<file path="src/rtl/nibble_serial_cla_adder.sv">
// nibble_serial_cla_adder: WIDTH-bit adder that processes one nibble per cycle
// through a single 4-bit carry-lookahead slice, with a valid/ready handshake
// on both operand and result sides.
// Optional feature: define ADDER_SERIAL_SUBTRACT_EN to add the InputSubtract port
// (A - B computed as A + ~B + 1, captured at acceptance).
module nibble_serial_cla_adder #(
  parameter int unsigned WIDTH = 16
) (
  input  logic             Clock,
  input  logic             ResetN,
  input  logic [WIDTH-1:0] InputA,
  input  logic [WIDTH-1:0] InputB,
  input  logic             InputCarry,
`ifdef ADDER_SERIAL_SUBTRACT_EN
  input  logic             InputSubtract,
`endif
  input  logic             InputValid,
  output logic             InputReady,
  output logic [WIDTH-1:0] Output,
  output logic             OutputCarry,
  output logic             OutputOverflow,
  output logic             OutputValid,
  input  logic             OutputReady
);

  localparam int unsigned N  = WIDTH / 4;
  localparam int unsigned CW = (N > 1) ? $clog2(N) : 1;
  localparam logic [CW-1:0] LAST = CW'(N - 1);

  if ((WIDTH % 4) != 0 || WIDTH < 8) begin : gBadWidth
    $error("nibble_serial_cla_adder: WIDTH must be a multiple of 4 and at least 8");
  end

  typedef enum logic [1:0] {IDLE, BUSY, DONE} state_t;

  state_t           state;
  logic [CW-1:0]    count;
  logic [WIDTH-1:0] opA;
  logic [WIDTH-1:0] opB;
  logic             carry;

  logic [CW+1:0]    nibBase;
  logic [3:0]       nibA;
  logic [3:0]       nibB;
  logic [3:0]       g;
  logic [3:0]       p;
  logic [3:0]       c;
  logic             grpG;
  logic             grpP;
  logic [3:0]       nibSum;
  logic             nibCout;

  logic             acceptB;
  logic [WIDTH-1:0] captureB;
  logic             captureCarry;

  assign InputReady  = (state == IDLE);
  assign OutputValid = (state == DONE);

  // Operand conditioning at acceptance: subtraction folds into B inversion plus forced carry-in
  always_comb begin
    acceptB      = 1'b0;
`ifdef ADDER_SERIAL_SUBTRACT_EN
    acceptB      = InputSubtract;
`endif
    captureB     = acceptB ? ~InputB : InputB;
    captureCarry = acceptB ? 1'b1 : InputCarry;
  end

  // 4-bit carry-lookahead slice on the currently selected nibble
  always_comb begin
    nibBase = {count, 2'b00};
    nibA    = opA[nibBase +: 4];
    nibB    = opB[nibBase +: 4];
    g       = nibA & nibB;
    p       = nibA ^ nibB;
    c[0]    = carry;
    c[1]    = g[0] | (p[0] & carry);
    c[2]    = g[1] | (p[1] & g[0]) | (p[1] & p[0] & carry);
    c[3]    = g[2] | (p[2] & g[1]) | (p[2] & p[1] & g[0]) | (p[2] & p[1] & p[0] & carry);
    grpG    = g[3] | (p[3] & g[2]) | (p[3] & p[2] & g[1]) | (p[3] & p[2] & p[1] & g[0]);
    grpP    = &p;
    nibSum  = p ^ c;
    nibCout = grpG | (grpP & carry);
  end

  // Handshake FSM and nibble-serial datapath; c[3] on the last nibble is the carry into the MSB
  always_ff @(posedge Clock or negedge ResetN) begin
    if (!ResetN) begin
      state          <= IDLE;
      count          <= '0;
      carry          <= 1'b0;
      opA            <= '0;
      opB            <= '0;
      Output         <= '0;
      OutputCarry    <= 1'b0;
      OutputOverflow <= 1'b0;
    end else begin
      case (state)
        IDLE: begin
          if (InputValid) begin
            opA   <= InputA;
            opB   <= captureB;
            carry <= captureCarry;
            count <= '0;
            state <= BUSY;
          end
        end
        BUSY: begin
          Output[nibBase +: 4] <= nibSum;
          carry                <= nibCout;
          count                <= count + 1'b1;
          if (count == LAST) begin
            OutputCarry    <= nibCout;
            OutputOverflow <= c[3] ^ nibCout;
            state          <= DONE;
          end
        end
        DONE: begin
          if (OutputReady) state <= IDLE;
        end
        default: state <= IDLE;
      endcase
    end
  end

endmodule

</file>
<file path="config.mk">
export PLATFORM = sky130hd
export DESIGN_NAME = nibble_serial_cla_adder
export DESIGN_NICKNAME = d
export VERILOG_FILES = /design/src/rtl/nibble_serial_cla_adder.sv
export SDC_FILE = /design/constraint.sdc
export NUM_CORES = 1
export LEC_CHECK = 0
export BUFFER_PORTS_ARGS = -buffer_cell sky130_fd_sc_hd__buf_2
export CORE_MARGIN = 2
export CORE_UTILIZATION = 39
export DETAILED_ROUTE_END_ITERATION = 16
export GPL_TIMING_DRIVEN = 0
export PLACE_DENSITY = 0.61
export SLEW_MARGIN = 20
export SYNTH_ARGS = -nofsm -noshare
export SYNTH_HDL_FRONTEND = slang
export SYNTH_SLANG_ARGS = --single-unit
</file>
<file path="constraint.sdc">
create_clock -name Clock -period 6.9 [get_ports Clock]
set_clock_uncertainty 0.15 [all_clocks]
set_input_delay 1.38 -clock Clock [delete_from_list [all_inputs] [get_ports Clock]]
set_output_delay 1.38 -clock Clock [all_outputs]
set_load 0.005 [all_outputs]
</file>
* After elaboration in Yosys (flattened, before gate mapping)
Index checks and enable logic that the tools add are counted.
** Operators by class
- $add $sub $neg :: 2
- Multiply operators :: 0
- Divide/modulo/power cells :: 0
- Order comparisons :: 0
- Equality and inequality tests :: 6
- Shift operators :: 4
- Muxes and demuxes :: 9
- Bitwise gates (word level) :: 29
- Reduce and logical (&&, ||, !) cells :: 7
** Operators by type and width (count)
- $shiftx A16 B5 Y4 :: 2
- $bwmux W16 :: 1
- $shift A4 B6 Y16 const A :: 1
- $shiftx A4 B6 Y16 :: 1
- $and A1 B1 Y1 :: 15
- $or A1 B1 Y1 :: 10
- $mux W2 :: 4
- $xor A4 B4 Y4 :: 2
- $neg A4 Y6 :: 1
- $pmux W2 S3 :: 1
- $reduce_and A2 Y1 :: 3
- $and A4 B4 Y4 :: 1
- $eq A2 B2 Y1 const B :: 2
- $ne A2 B2 Y1 const B :: 2
- $pmux W2 S2 :: 1
- $reduce_and A4 Y1 :: 1
- $reduce_and A3 Y1 :: 1
- $add A2 B1 Y2 const B :: 1
- $eq A2 B1 Y1 const B :: 1
- $logic_not A2 Y1 :: 1
- $ne A2 B1 Y1 const B :: 1
- $pmux W1 S2 :: 1
- $reduce_bool A2 Y1 :: 1
- $mux W1 :: 1
- $xor A1 B1 Y1 :: 1
** Word-level totals
- Register bits :: 55
- Latch bits :: 0
- Bits in writable memories :: 0
- Bits in read-only memories :: 0
- Input port bits :: 37
- Logic and storage cells :: 65
- Memories kept :: 0

* Logic depth before layout (Yosys ltp)
- Word-level depth :: 9
- Gate-level depth with buffers :: 8

* Least setup slack after synthesis
OpenSTA, ideal clock, no wires.
- Path type :: flip-flop to flip-flop
- From :: register count[0]
- To :: register Output[11]
- Arrival :: 2.268 ns
- Required time :: 6.629 ns
- Setup slack :: 4.361 ns
- Stages on the path, launching flop included :: 9
- Path buffers :: 2
- Cells stage by stage :: dfrtp_1 clkbuf_2 buf_4 mux4_2 ha_1 o21ai_0 o21bai_2 xor2_1 a22o_1
** Between the ends
- Word-level cells in the longest chain between the ends :: 9
** RTL lines
- start: declaration :: line 37 : logic [CW-1:0] count;
- start signal: assignment :: line 112 : count <= count + 1'b1;
- $shiftx A16 B5 Y4 (on tied branches) :: line 73, 74
- $xor A4 B4 Y4 or $and A4 B4 Y4 (tied branches) :: line 76, 75
- $and A1 B1 Y1 :: line 80 : c[3] = g[2] | (p[2] & g[1]) | (p[2] & p[1] & g[0]) | (p[2] & p[1] & p[0] & carry);
- $or A1 B1 Y1 or $and A1 B1 Y1 (tied branches) (2 in a row) :: line 80
- $or A1 B1 Y1 :: line 80
- $xor A4 B4 Y4 :: line 83 : nibSum = p ^ c;
- $shiftx A4 B6 Y16 :: line 110 : Output[nibBase +: 4] <= nibSum;
- $bwmux W16 * :: line 110
- end signal: indexed assignment :: line 110
- end: declaration :: line 19 : output logic [WIDTH-1:0] Output,
Mark *: on every way between the ends. The rest lies on a longest branch, timed or not.
A chain may end at the register's enable or synchronous reset.

* Worst setup path in the final report
Same ends and word-level chain as after synthesis.

==> impl_metrics.sql <==
INSERT INTO impl_metrics (metric_group, metric, value, unit) VALUES
('synthesis', 'syn_inst', '177', ''),
('power_and_ir_drop', 'power-per-cell-area', '523', 'nW/um^2'),
('synthesis', 'area_fraction_of_the_dominant_cell_type_after_synthesis', '53.7', '%'),
('clock_tree', 'cts_buffer_count', '5', ''),
('routing', 'dr_wl_cell', '16.0', 'um'),
('power_and_ir_drop', 'leakagePower', '1.45', 'nW'),
('clock_tree', 'postCtsResizedCells', '0', ''),
('job', 'cap_violations', '0', ''),
('synthesis', 'synth_mux_area_share', '21.5', '%'),
('global_routing', 'antenna_violations_before_repair', '0', ''),
('routing', 'drtPass1Iterations', '4', ''),
('sta', 'worst_slew_pin_slew', '0.703', 'ns'),
('floorplanning', 'die_x', '85.1', 'um'),
('sta', 'slew_violations', '0', ''),
('critical_path', 'worst-setup-path-type', 'flip-flop to flip-flop', ''),
('sta', 'post-route-min-period', '2.92', 'ns'),
('critical_path', 'cp_data_arrival_time', '3.01', 'ns'),
('power_and_ir_drop', 'worst_vdd_rail_ir_drop', '227', 'uV'),
('critical_path', 'timing.reg2reg.setup_slack', '3.98', 'ns'),
('routing', 'route.vias.total', '1628', ''),
('place', 'port-buffer-count', '56', ''),
('global_routing', 'gr-total-overflow', '0', ''),
('clock_tree', 'clockBufferDepth', '2', ''),
('clock_tree', 'clk-insertion-delay-late', '0.31', 'ns'),
('synthesis', 'yosysTopAreaCell', 'dfrtp_1', ''),
('clock_tree', 'clkSlewWorstSetupHoldPaths', '0.10', 'ns'),
('routing', 'drcViolationCount', '0', ''),
('floorplanning', 'num_io_pins', '57', ''),
('power_and_ir_drop', 'design_power_total', '0.00159', 'W'),
('synthesis', 'synth_simple_gate_area_share', '6.24', '%'),
('global_routing', 'grt_pass1_vias', '1600', ''),
('clock_tree', 'clock_tree.htree_level_count', '2', ''),
('sta', 'max_freq', '342', 'MHz'),
('floorplanning', 'height_of_the_die', '85.1', 'um'),
('clock_tree', 'clock_sink_count', '55', ''),
('final_layout', 'drive_above_1_share', '48.1', '%'),
('sta', 'hold_viol_final', '0', ''),
('synthesis', 'synth_compound_gate_area_share', '8.83', '%'),
('synthesis', 'main_area_contributors_after_synthesis', 'dfrtp_1, mux2_2, mux4_2', ''),
('sta', 'max_slew_margin', '53.1', '%'),
('sta', 'unrepaired_setup_endpoints_after_global_routing', 'no', ''),
('routing', 'vias_per_inst', '5.12', ''),
('synthesis', 'yosys.area_share.adder', '5.66', '%'),
('floorplanning', 'fp.dieArea', '7240', 'sq um'),
('synthesis', 'ys.warnings.count', '0', ''),
('synthesis', 'synth_sequential_area_ratio', '53.7', '%'),
('synthesis', 'number_of_enable_flip_flop_cells_after_synthesis', '0', ''),
('run_status', 'run_status', 'completed', ''),
('critical_path', 'crit_path_max_fo', '10', ''),
('routing', 'final_antenna_net_count', '0', ''),
('sta', 'hold-worst-slack', '0.338', 'ns'),
('synthesis', 'post_synth_xor_area_fraction', '1.02', '%'),
('synthesis', 'ys_async_sr_fraction', '100', '%'),
('sta', 'setup-violations-final', '0', ''),
('final_layout', 'fin_area', '3030', 'sq um'),
('clock_tree', 'cts_root_buffer', 'clkbuf_8', ''),
('routing', 'detail_route.wirelength', '5090', 'um'),
('critical_path', 'cp-end-kind', 'flip-flop', ''),
('worst_hold_path', 'timing.hold.worst.class', 'flip-flop to flip-flop', ''),
('floorplanning', 'initial_utilization', '40.4', '%'),
('synthesis', 'yosys_most_used_dff', 'dfrtp_1', ''),
('final_layout', 'nNetsFinal', '288', ''),
('global_routing', 'grt.total_usage', '14.6', '%'),
('sta', 'portion_of_the_clock_cycle_consumed_by_the_worst_path_in_the_final_layout', '42.3', '%'),
('global_routing', 'largest_net_degree_at_the_start_of_global_routing', '56', ''),
('clock_tree', 'cts_setup_buffers', '0', ''),
('floorplanning', 'row_count', '29', ''),
('clock_tree', 'cts_hold_buffers', '0', ''),
('place', 'hpwlAfterDp', '3790', 'um'),
('place', 'gp_congestion', '0.715', ''),
('synthesis', 'flip_flop_and_latch_count_after_synthesis', '55', '');
## metal layers
| layer | global-route usage (%) | share of wire [%] | vias to the layer above |
|---|---|---|---|
| met5 | 0 | 0 | - |
| met4 | 2.16 | 0 | 0 |
| met3 | 4.96 | 5.7 | 0 |
| met2 | 23.2 | 46 | 42 |
| met1 | 20.0 | 48 | 805 |
| li1 | - | - | 781 |
## worst paths after layout
kind | endpoint | start | cells past startpoint
max in group asynchronous | state[0]$_DFFE_PN0P_ | ResetN | 1
min in group asynchronous | state[1]$_DFFE_PN0P_ | ResetN | 1
worst max-delay path | Output[11]$_DFFE_PN0P_ | count[0]$_DFFE_PN0P_ | 8
worst min register to register | OutputOverflow$_DFFE_PN0P_ | OutputOverflow$_DFFE_PN0P_ | 2
worst max register to register | Output[11]$_DFFE_PN0P_ | count[0]$_DFFE_PN0P_ | 8
worst min-delay path | OutputOverflow$_DFFE_PN0P_ | OutputOverflow$_DFFE_PN0P_ | 2
## Yosys cell counts, types with 2 or more instances
master,n
dfrtp_1,55
mux2_2,32
a22o_1,14
nand2_1,11
ha_1,10
mux4_2,8
o21ai_0,7
buf_6,4
and3_1,3
inv_1,3
nor2_1,3
a21oi_1,2
buf_4,2
nor3b_1,2
xor2_1,2
## registers in the layout (all words and copies together), names as in the netlist
| register | count |
|---|---|
| state | 2 |
| OutputOverflow | 1 |
| count | 2 |
| Output | 16 |
| OutputCarry | 1 |
| opA | 16 |
| opB | 16 |
| carry | 1 |
## worst max-delay path, cell delays in order, from the launching register on
cell and delay (ns):
dfrtp_1 0.41, clkbuf_2 0.23, buf_4 0.25, mux4_2 0.54, ha_1 0.35, o21ai_0 0.22
o21bai_2 0.11, xor2_1 0.38, a22o_1 0.20
## stage by stage
stage	utilization, %	worst slack, ns	cells
2_1_floorplan	-	4.36	177
3_3_place_gp	46.3	4.01	310
3_5_place_dp	46.4	3.99	310
4_1_cts	47.8	3.96	318
5_1_grt	47.8	3.86	318
6_report	47.8	3.98	318
## area by class of cell
| cell class | instances | area, sq um |
|---|---|---|
| fill | 603 | 3320 |
| sequential | 55 | 1380 |
| multi-input combinational | 111 | 1110 |
| timing repair buffer | 56 | 283 |
| tap | 77 | 96.3 |
| clock buffer | 5 | 68.8 |
| buffer | 8 | 68.8 |
| clock inverter | 3 | 20.0 |
| inverter | 3 | 11.3 |
## power by group
| part | internal [W] | switching, W | total [W] |
|---|---|---|---|
| clock network | 0.0000709 | 0.000108 | 0.000179 |
| registers | 0.000467 | 0.0000831 | 0.000550 |
| logic | 0.000415 | 0.000443 | 0.000858 |
| total | 0.000953 | 0.000633 | 0.00159 |
## cells by family after synthesis
group	after synthesis
mux	41
simple gates	26
buf+inv	11
flops	55
fa+ha+maj	11
compound gates	30
xor+xnor	3
## cells in the final DEF (no fill, tap or decap), drive strengths merged, types with 2 or more instances in the layout
cell type	netlist	routed
clkinvlp	0	2
nor3b	3	3
a21oi	2	2
nand2b	2	2
mux2	32	32
dfrtp	55	55
inv	3	3
o21bai	2	2
a22o	14	14
mux4	8	8
nor2	3	3
buf	6	62
and3	3	3
clkbuf	2	7
nand2	12	12
o21ai	7	7
ha	10	10
xor2	2	2
(Power assumes the default switching activity.)
